==> config.mk <==
export PLATFORM = sky130hd
export DESIGN_NAME = fetch_ctrl
export DESIGN_NICKNAME = d
export VERILOG_FILES = /design/src/rtl/fetch_pkg.sv /design/src/rtl/fetch_queue.sv /design/src/rtl/fetch_ctrl.sv
export SDC_FILE = /design/constraint.sdc
export NUM_CORES = 1
export LEC_CHECK = 0
export CAP_MARGIN = 20
export CORE_ASPECT_RATIO = 0.6
export CORE_MARGIN = 4
export CORE_UTILIZATION = 45
export DETAILED_ROUTE_END_ITERATION = 7
export HOLD_SLACK_MARGIN = 0.12
export PLACE_DENSITY = 0.82
export SLEW_MARGIN = 20
export SYNTH_ARGS = -nofsm -noshare
export SYNTH_HDL_FRONTEND = slang
export SYNTH_SLANG_ARGS = --single-unit
==> constraint.sdc <==
create_clock -name clk -period 2.2 [get_ports clk]
set_clock_uncertainty 0.1 [all_clocks]
set_input_delay 0.44 -clock clk [delete_from_list [all_inputs] [get_ports clk]]
set_output_delay 0.44 -clock clk [all_outputs]
set_load 0.01 [all_outputs]
==> src/rtl/fetch_pkg.sv <==
// Shared types for the instruction-fetch block: FSM state, fetch granule,
// and the {pc, instr} record carried through the prefetch queue.
package fetch_pkg;

    localparam int XLEN        = 32;
    localparam int INSTR_BYTES = 4;

    typedef enum logic {
        IDLE = 1'b0,
        RUN  = 1'b1
    } fetch_state_t;

    typedef struct packed {
        logic [XLEN-1:0] pc;
        logic [XLEN-1:0] instr;
    } fetch_entry_t;

endpackage

==> src/rtl/fetch_queue.sv <==
// Small synchronous FIFO of fetched {pc, instr} records.
// Flush has priority over push and pop; pop of an empty queue is never requested.
module fetch_queue
    import fetch_pkg::*;
#(
    parameter int DEPTH = 2
) (
    input  logic         clk,
    input  logic         rst,
    input  logic         push,
    input  fetch_entry_t push_entry,
    input  logic         pop,
    input  logic         flush,
    output logic         full,
    output logic         empty,
    output fetch_entry_t head
);

    localparam int PW = $clog2(DEPTH);
    localparam int CW = PW + 1;

    fetch_entry_t   mem_q [DEPTH];
    fetch_entry_t   mem_d [DEPTH];
    logic [PW-1:0]  wr_ptr_q, wr_ptr_d;
    logic [PW-1:0]  rd_ptr_q, rd_ptr_d;
    logic [CW-1:0]  count_q, count_d;

    // DEPTH is a power of two, so pointers wrap naturally.
    always_comb begin
        mem_d    = mem_q;
        wr_ptr_d = wr_ptr_q;
        rd_ptr_d = rd_ptr_q;
        count_d  = count_q;
        if (flush) begin
            wr_ptr_d = '0;
            rd_ptr_d = '0;
            count_d  = '0;
        end else begin
            if (push) begin
                mem_d[wr_ptr_q] = push_entry;
                wr_ptr_d        = wr_ptr_q + PW'(1);
            end
            if (pop) begin
                rd_ptr_d = rd_ptr_q + PW'(1);
            end
            count_d = count_q + CW'(push) - CW'(pop);
        end
    end

    always_ff @(posedge clk) begin
        if (rst) begin
            mem_q    <= '{default: '0};
            wr_ptr_q <= '0;
            rd_ptr_q <= '0;
            count_q  <= '0;
        end else begin
            mem_q    <= mem_d;
            wr_ptr_q <= wr_ptr_d;
            rd_ptr_q <= rd_ptr_d;
            count_q  <= count_d;
        end
    end

    assign full  = (count_q == CW'(DEPTH));
    assign empty = (count_q == '0);
    assign head  = mem_q[rd_ptr_q];

endmodule

==> src/rtl/fetch_ctrl.sv <==
// Instruction-fetch controller: owns the fetch PC, reads the async ROM and
// buffers {pc, instr} for decode; a redirect flushes wrong-path entries.
module fetch_ctrl
    import fetch_pkg::*;
#(
    parameter int               WIDTH    = 32,
    parameter logic [WIDTH-1:0] RESET_PC = 32'h0000_0000,
    parameter int               DEPTH    = 2
) (
    input  logic             clk,
    input  logic             rst,
    input  logic             fetch_en,
    output logic [WIDTH-1:0] rom_addr,
    input  logic [WIDTH-1:0] rom_data,
    input  logic             redirect_valid,
    input  logic [WIDTH-1:0] redirect_pc,
    output logic             instr_valid,
    input  logic             instr_ready,
    output logic [WIDTH-1:0] instr,
    output logic [WIDTH-1:0] instr_pc
);

    fetch_state_t     state_q, state_d;
    logic [WIDTH-1:0] fpc_q, fpc_d;
    logic             enq;
    logic             pop;
    logic             q_full;
    logic             q_empty;
    fetch_entry_t     q_head;
    fetch_entry_t     q_wr_entry;

    // A redirect hides the head so a coincident handshake is never consumed.
    assign instr_valid = !q_empty && !redirect_valid;
    assign pop         = instr_valid && instr_ready;
    assign enq         = (state_q == RUN) && !redirect_valid && (!q_full || pop);

    always_comb begin
        state_d = state_q;
        case (state_q)
            IDLE:    if (fetch_en && !redirect_valid) state_d = RUN;
            RUN:     if (!fetch_en) state_d = IDLE;
            default: state_d = IDLE;
        endcase
    end

    always_comb begin
        fpc_d = fpc_q;
        if (redirect_valid) begin
            fpc_d = {redirect_pc[WIDTH-1:2], 2'b00};
        end else if (enq) begin
            fpc_d = fpc_q + WIDTH'(INSTR_BYTES);
        end
    end

    always_ff @(posedge clk) begin
        if (rst) begin
            state_q <= IDLE;
            fpc_q   <= RESET_PC;
        end else begin
            state_q <= state_d;
            fpc_q   <= fpc_d;
        end
    end

    assign q_wr_entry = '{pc: fpc_q, instr: rom_data};

    fetch_queue #(
        .DEPTH(DEPTH)
    ) u_queue (
        .clk        (clk),
        .rst        (rst),
        .push       (enq),
        .push_entry (q_wr_entry),
        .pop        (pop),
        .flush      (redirect_valid),
        .full       (q_full),
        .empty      (q_empty),
        .head       (q_head)
    );

    assign rom_addr = fpc_q;
    assign instr    = instr_valid ? q_head.instr : '0;
    assign instr_pc = instr_valid ? q_head.pc    : '0;

endmodule

==> reports/qor.csv, run 1 <==
metric,value,unit
vias in the first global route,7130,
Mapped Cells,960,
Max-slew headroom,0.475,
maxcap violations,0,
crit path cell chain,buf_6 -> buf_12 -> buf_4 -> mux2i_2 -> nor2_1 -> buf_2,
Max VDD drop,0.321,mV
top_reg_cell synth,dfxtp_1,
synth warn,0,
Yosys cell types,57,
number of synthesized flops with an enable pin,0,
remaining routing DRC violations,0,
"Reg clk slew, reported paths",70,ps
fraction of power spent switching nets,0.258,
FF+latch area,3190,um^2
Total GRT Usage,0.240,
PD cells,627,nW/um^2
"worst slack, placed",-360,ps
setup violators final,4,
"slowest stage delay, CP",410,ps
Clock Power Share,0.446,
total power,6.54,mW
worst setup margin,-20.5,ps
first-pass GRT wire length,36.5,mm
num rows,35,
Post-Syn Area,7400,um^2
nets,1214,
period utilization,1.01,
core region area,15700,um^2
DRT antenna net count,0,
P_sw,1.69,mW
die width,174,um
HPWL Detailed,14.9,mm
GPL Wtd Cong,0.828,
class of the worst hold path,primary input to flip-flop,
IO Count,166,
CTS H-tree lvls,4,
Synth top area share,0.430,
Logic pwr share,0.095,
"Seq/Total Area, Yosys",0.430,
Syn Area/Cell,7.71,um^2
Slew Limit Fails,0,
crit path launch type,flip-flop,
Clock Tree Buf Depth,2,
layout cells sized above 1,0.170,
top cell type by total area after synthesis,dfxtp_1,
root buf cell,clkbuf_16,
RSZ-0062 raised after global routing,true,
fmax,450,MHz
multi-input logic area,4010,um^2
effective utilization at floorplan,0.471,
Int Power,4.85,mW
Pleak,3.58,nW
"leading cell types in the layout, fill and taps excluded","nand2_1 (263), dfxtp_1 (156), a21oi_1 (126)",
Worst EP required,1660,ps
final WL,23.4,mm
cell family with most CP delay,buffers and inverters,
crit path max fanout,6,
Die Ht,107,um
Hold Fails Final Rpt,0,
status,"finished, violations left",
#FFs+latches synth,159,
DRT iter0 DRCs,731,
die area,18600,um^2
initial antenna violation count,1,
ys async rst share,0,
"Clk Latency, worst-skew pair",420,ps
WP data arrival,1680,ps
vias per cell,5.58,
"top cells by area, synth","dfxtp_1 (43%), nand2_1 (13%), a21oi_1 (8.5%)",
clock sinks,159,
final hold slack,348,ps
"Max stage delay cell, worst path",dfxtp_4,
Flop pwr share,0.459,
Setup CP Type,flip-flop to output port,
grt ovf,0,
total CTS buffers,17,
Period minus WS final,2220,ps
"most common cell after layout, fill and taps aside",nand2_1,
number of fill cells in the layout,1239,
synth-to-layout area growth,40.9,%
WP buf/inv,4,
measured slew at the worst slew-check pin,787,ps
vias after detailed routing,7590,
largest net degree at the start of global routing,162,
failing checks,setup timing,
CTS tree,yes,
TritonRoute pass-1 iters,5,
CP endpoint kind,output port,
Port-buffer cells,159,
DR WL/cell,17.2,um
tightest hold or removal path, delay by kind of cell:
family          cells  cell delay [ps]
simple gates        2              170
buf+inv             1              120
compound gates      1               90
registers in the layout (all words and copies together) (netlist names):
register and count:
u_queue.rd_ptr_q 1, u_queue.count_q 2, u_queue.wr_ptr_q 1, state_q 1, u_queue.mem_q 124, rom_addr 30
what timing repair did:
| action | in CTS | in global routing |
|---|---|---|
| hold buffers | 0 | 0 |
| gates cloned | 3 | 2 |
| gates resized for setup | 136 | 81 |
| setup endpoints to repair | 63 | 48 |
| pin swaps | 1 | 1 |
| setup buffers | 12 | 7 |
per-layer routing:
layer | part of all wire | vias to the layer above | GRT usage
met5 | 0 | - | 0
li1 | - | 3638 | -
met3 | 0.084 | 28 | 0.0505
met4 | 0.017 | 0 | 0.0694
met1 | 0.46 | 3571 | 0.341
met2 | 0.44 | 353 | 0.371
metrics by stage:
step / cells / setup TNS, ps / area [um^2] / utilization
global placement: 1304 / -40860 / 9530 / 0.606
finish: 1359 / -39.2 / 10400 / 0.663
global route: 1359 / -982 / 10400 / 0.663
floorplan: 963 / 0 / 7430 / -
CTS: 1349 / -1290 / 10200 / 0.650
detailed placement: 1304 / -46280 / 9530 / 0.606
logic make-up after synthesis:
group                      synth area share
AOI/OAI and AO/OA                     0.145
muxes                                0.0839
buffers and inverters                0.0544
xor gates and xnor gates             0.0130
other                              0.000507
adders and majority gates           0.00507
DFF                                   0.430
and+or+nand+nor                       0.268
power by group through the flow:
stage,Combinational (mW),Clock [mW],Sequential [mW]
2_1_floorplan,0.252,0,3.07
3_3_place_gp,0.586,0,3.06
3_5_place_dp,0.592,0,3.07
4_1_cts,0.606,2.94,3.00
5_1_grt,0.663,3.08,3.01
6_report,0.618,2.92,3.00
path summary, 6_finish.rpt:
kind                      start                end  slack, ps  depth (start not counted)
max            u_queue.rd_ptr_q        instr_pc[6]        -20                          6
min                         rst       rom_addr[31]        350                          4
max reg2reg  u_queue.count_q[0]  u_queue.mem_q[56]        190                          7
min reg2reg   u_queue.mem_q[15]  u_queue.mem_q[15]        360                          2
cell usage after synthesis, types with 11 or more instances:
| master | number |
|---|---|
| nand2_1 | 263 |
| dfxtp_1 | 159 |
| a21oi_1 | 126 |
| nor2_1 | 90 |
| mux2i_1 | 62 |
| clkbuf_1 | 48 |
| buf_2 | 24 |
| nand4_1 | 18 |
| a311oi_1 | 11 |
final cells by class:
class / instances / area share
antenna: 1 / 0.000240
clock buffer: 17 / 0.0408
clock inverter: 15 / 0.0148
inverter: 10 / 0.00360
multi-input combinational: 710 / 0.385
sequential: 159 / 0.306
tap: 203 / 0.0244
timing repair buffer: 244 / 0.225
(Power assumes the default switching activity.)
==> inputs of run 2 (changes only) <==
--- a/config.mk
+++ b/config.mk
@@ -12,7 +12,7 @@
 export DETAILED_ROUTE_END_ITERATION = 7
 export HOLD_SLACK_MARGIN = 0.12
 export PLACE_DENSITY = 0.82
-export SLEW_MARGIN = 20
+export REMOVE_ABC_BUFFERS = 1
 export SYNTH_ARGS = -nofsm -noshare
 export SYNTH_HDL_FRONTEND = slang
 export SYNTH_SLANG_ARGS = --single-unit
==> run 2 against run 1 <==
The run still ends with setup timing left. Via count rose by 0.20%. Sequential cell count did not move. Wire length rose by 3.9%. Maximum frequency fell by 0.58%. Critical path depth fell by 2. First-iteration DRC count rose by 18%. Largest cell class unchanged. Combinational power rose by 3.4%.
==> reports/qor.csv, run 2 (synthesized netlist as in run 1, its figures left out) <==
metric,value,unit,change
PD cells,627,nW/um^2,about the same
CTS tree,yes,,
GPL Wtd Cong,0.879,,+6.1%
hold worst-path end,u_queue.mem_q[121],,
number of fill cells in the layout,1302,,+5.1%
Worst EP required,1660,ps,about the same
vias in the first global route,7171,,+0.58%
class of the worst hold path,primary input to flip-flop,,
worst setup margin,-33.4,ps,-13.0 ps
RSZ-0062 raised after global routing,true,,
grt ovf,0,,unchanged
layout cells sized above 1,0.174,,+0.00391
status,"finished, violations left",,
HPWL Detailed,15.4,mm,+3.4%
Reg with most FFs,u_queue.mem_q,,
Total GRT Usage,0.253,,+0.0125
"Reg clk slew, reported paths",70,ps,about the same
initial antenna violation count,1,,unchanged
period utilization,1.02,,+0.00589
Post-Layout Cell Count,1355,,-0.29%
Setup CP Type,flip-flop to output port,,
Period minus WS final,2230,ps,+13.0 ps
Slew Limit Fails,0,,unchanged
Crit Reg-Reg Startpoint,u_queue.count_q[1],,
Clock Tree Buf Depth,2,,unchanged
Max VDD drop,0.476,mV,+48%
WHS Path Cells,2,,-2
R2R Setup Slk,80,ps,-110 ps
IO Count,166,,unchanged
# diodes,0,,-1
Max-slew headroom,0.452,,-0.0239
DRT antenna net count,0,,unchanged
R2R Path End,u_queue.count_q[1],,
"leading cell types in the layout, fill and taps excluded","nand2_1 (263), dfxtp_1 (156), a21oi_1 (126)",,
crit path launch type,flip-flop,,
measured slew at the worst slew-check pin,817,ps,+29.7 ps
failing checks,setup timing,,
Die Ht,107,um,unchanged
remaining routing DRC violations,0,,unchanged
synth-to-layout area growth,39.3,%,
vias after detailed routing,7605,,+0.20%
effective utilization at floorplan,0.471,,unchanged
largest net degree at the start of global routing,79,,-51%
setup violators final,3,,-1
"worst slack, placed",-442,ps,-82.3 ps
final WL,24.3,mm,+3.9%
Hold Fails Final Rpt,0,,unchanged
DR WL/cell,17.9,um,+4.2%
CTS H-tree lvls,4,,unchanged
crit path max fanout,11,,+5
TritonRoute pass-1 iters,6,,+1
max FFs per register,124,,unchanged
setup TNS,-44.6,ps,-5.35 ps
Pleak,3.49,nW,-2.5%
placed cells,1302,,-0.15%
WP data arrival,1690,ps,about the same
nets,1212,,-0.16%
CP endpoint kind,output port,,
root buf cell,clkbuf_16,,
clock sinks,159,,unchanged
core region area,15700,um^2,unchanged
Port-buffer cells,159,,unchanged
maxcap violations,0,,unchanged
first-pass GRT wire length,38.2,mm,+4.8%
"Clk Latency, worst-skew pair",410,ps,about the same
fmax,448,MHz,-0.58%
cell count of the worst reg-to-reg path,11,,+4
DRT iter0 DRCs,866,,+18%
die width,174,um,unchanged
num rows,35,,unchanged
Hold Crit Start,rst,,
total CTS buffers,17,,unchanged
vias per cell,5.61,,+0.49%
die area,18600,um^2,unchanged
"most common cell after layout, fill and taps aside",nand2_1,,
==> run 2: metal layers <==
layer  GRT usage  vias to the layer above  share of wire
met2       0.384                      343           0.44
li1            -                     3644              -
met3      0.0776                       22          0.097
met5           0                        -        0.00054
met4      0.0529                        2         0.0095
met1       0.356                     3594           0.45
==> run 2: power by group <==
group	internal, mW	switching, mW	total, mW	leakage, nW
Combinational	0.315	0.325	0.639	1.94
Sequential	2.94	0.0580	3.00	1.29
Clock	1.57	1.26	2.83	0.266
Total	4.83	1.64	6.47	3.49
==> run 2: final cells by class <==
type,count,area (um^2),share of cell area
clock buffers,17,425,0.0413
clock inverters,14,133,0.0129
inverters,10,40.0,0.00388
multi-input cells,710,3980,0.386
flip-flops and latches,159,3190,0.310
well taps,203,254,0.0246
repair buffers,242,2290,0.222
==> run 2: how the worst max path moves through the flow <==
stage	slack (ps)	startpoint	to
after CTS	-10	u_queue.rd_ptr_q	instr_pc[13]
after global placement	-400	redirect_valid	u_queue.count_q[1]
after detailed placement	-440	redirect_valid	u_queue.count_q[1]
final	-30	u_queue.rd_ptr_q	instr_pc[20]
after global routing	-90	u_queue.rd_ptr_q	instr_pc[20]
after floorplan	-1730	redirect_valid	u_queue.count_q[1]
==> run 2: repair_timing <==
item / in CTS / in global routing
hold buffers: 0 / 0
endpoints found under the setup margin: 64 / 67
gates cloned: 5 / 1
resized for setup: 136 / 74
setup buffers: 10 / 10
pin swaps: 1 / 4
==> run 2: per-stage QoR <==
| step | utilization | cell area, um^2 | total power, mW | hold WS [ps] |
|---|---|---|---|---|
| 6_report | 0.656 | 10300 | 6.47 | 308 |
| 5_1_grt | 0.656 | 10300 | 6.67 | 319 |
| 4_1_cts | 0.661 | 10400 | 6.48 | 292 |
| 3_5_place_dp | 0.607 | 9550 | 3.67 | 346 |
| 3_3_place_gp | 0.607 | 9550 | 3.66 | 341 |
| 2_1_floorplan | - | 7050 | 3.25 | 330 |
==> run 2: critical path, cell delays in order, from the launching register on <==
cell	delay, ps
dfxtp_4	440
buf_12	190
mux2i_2	280
nor2_1	70
dlygate4sd2_1	280
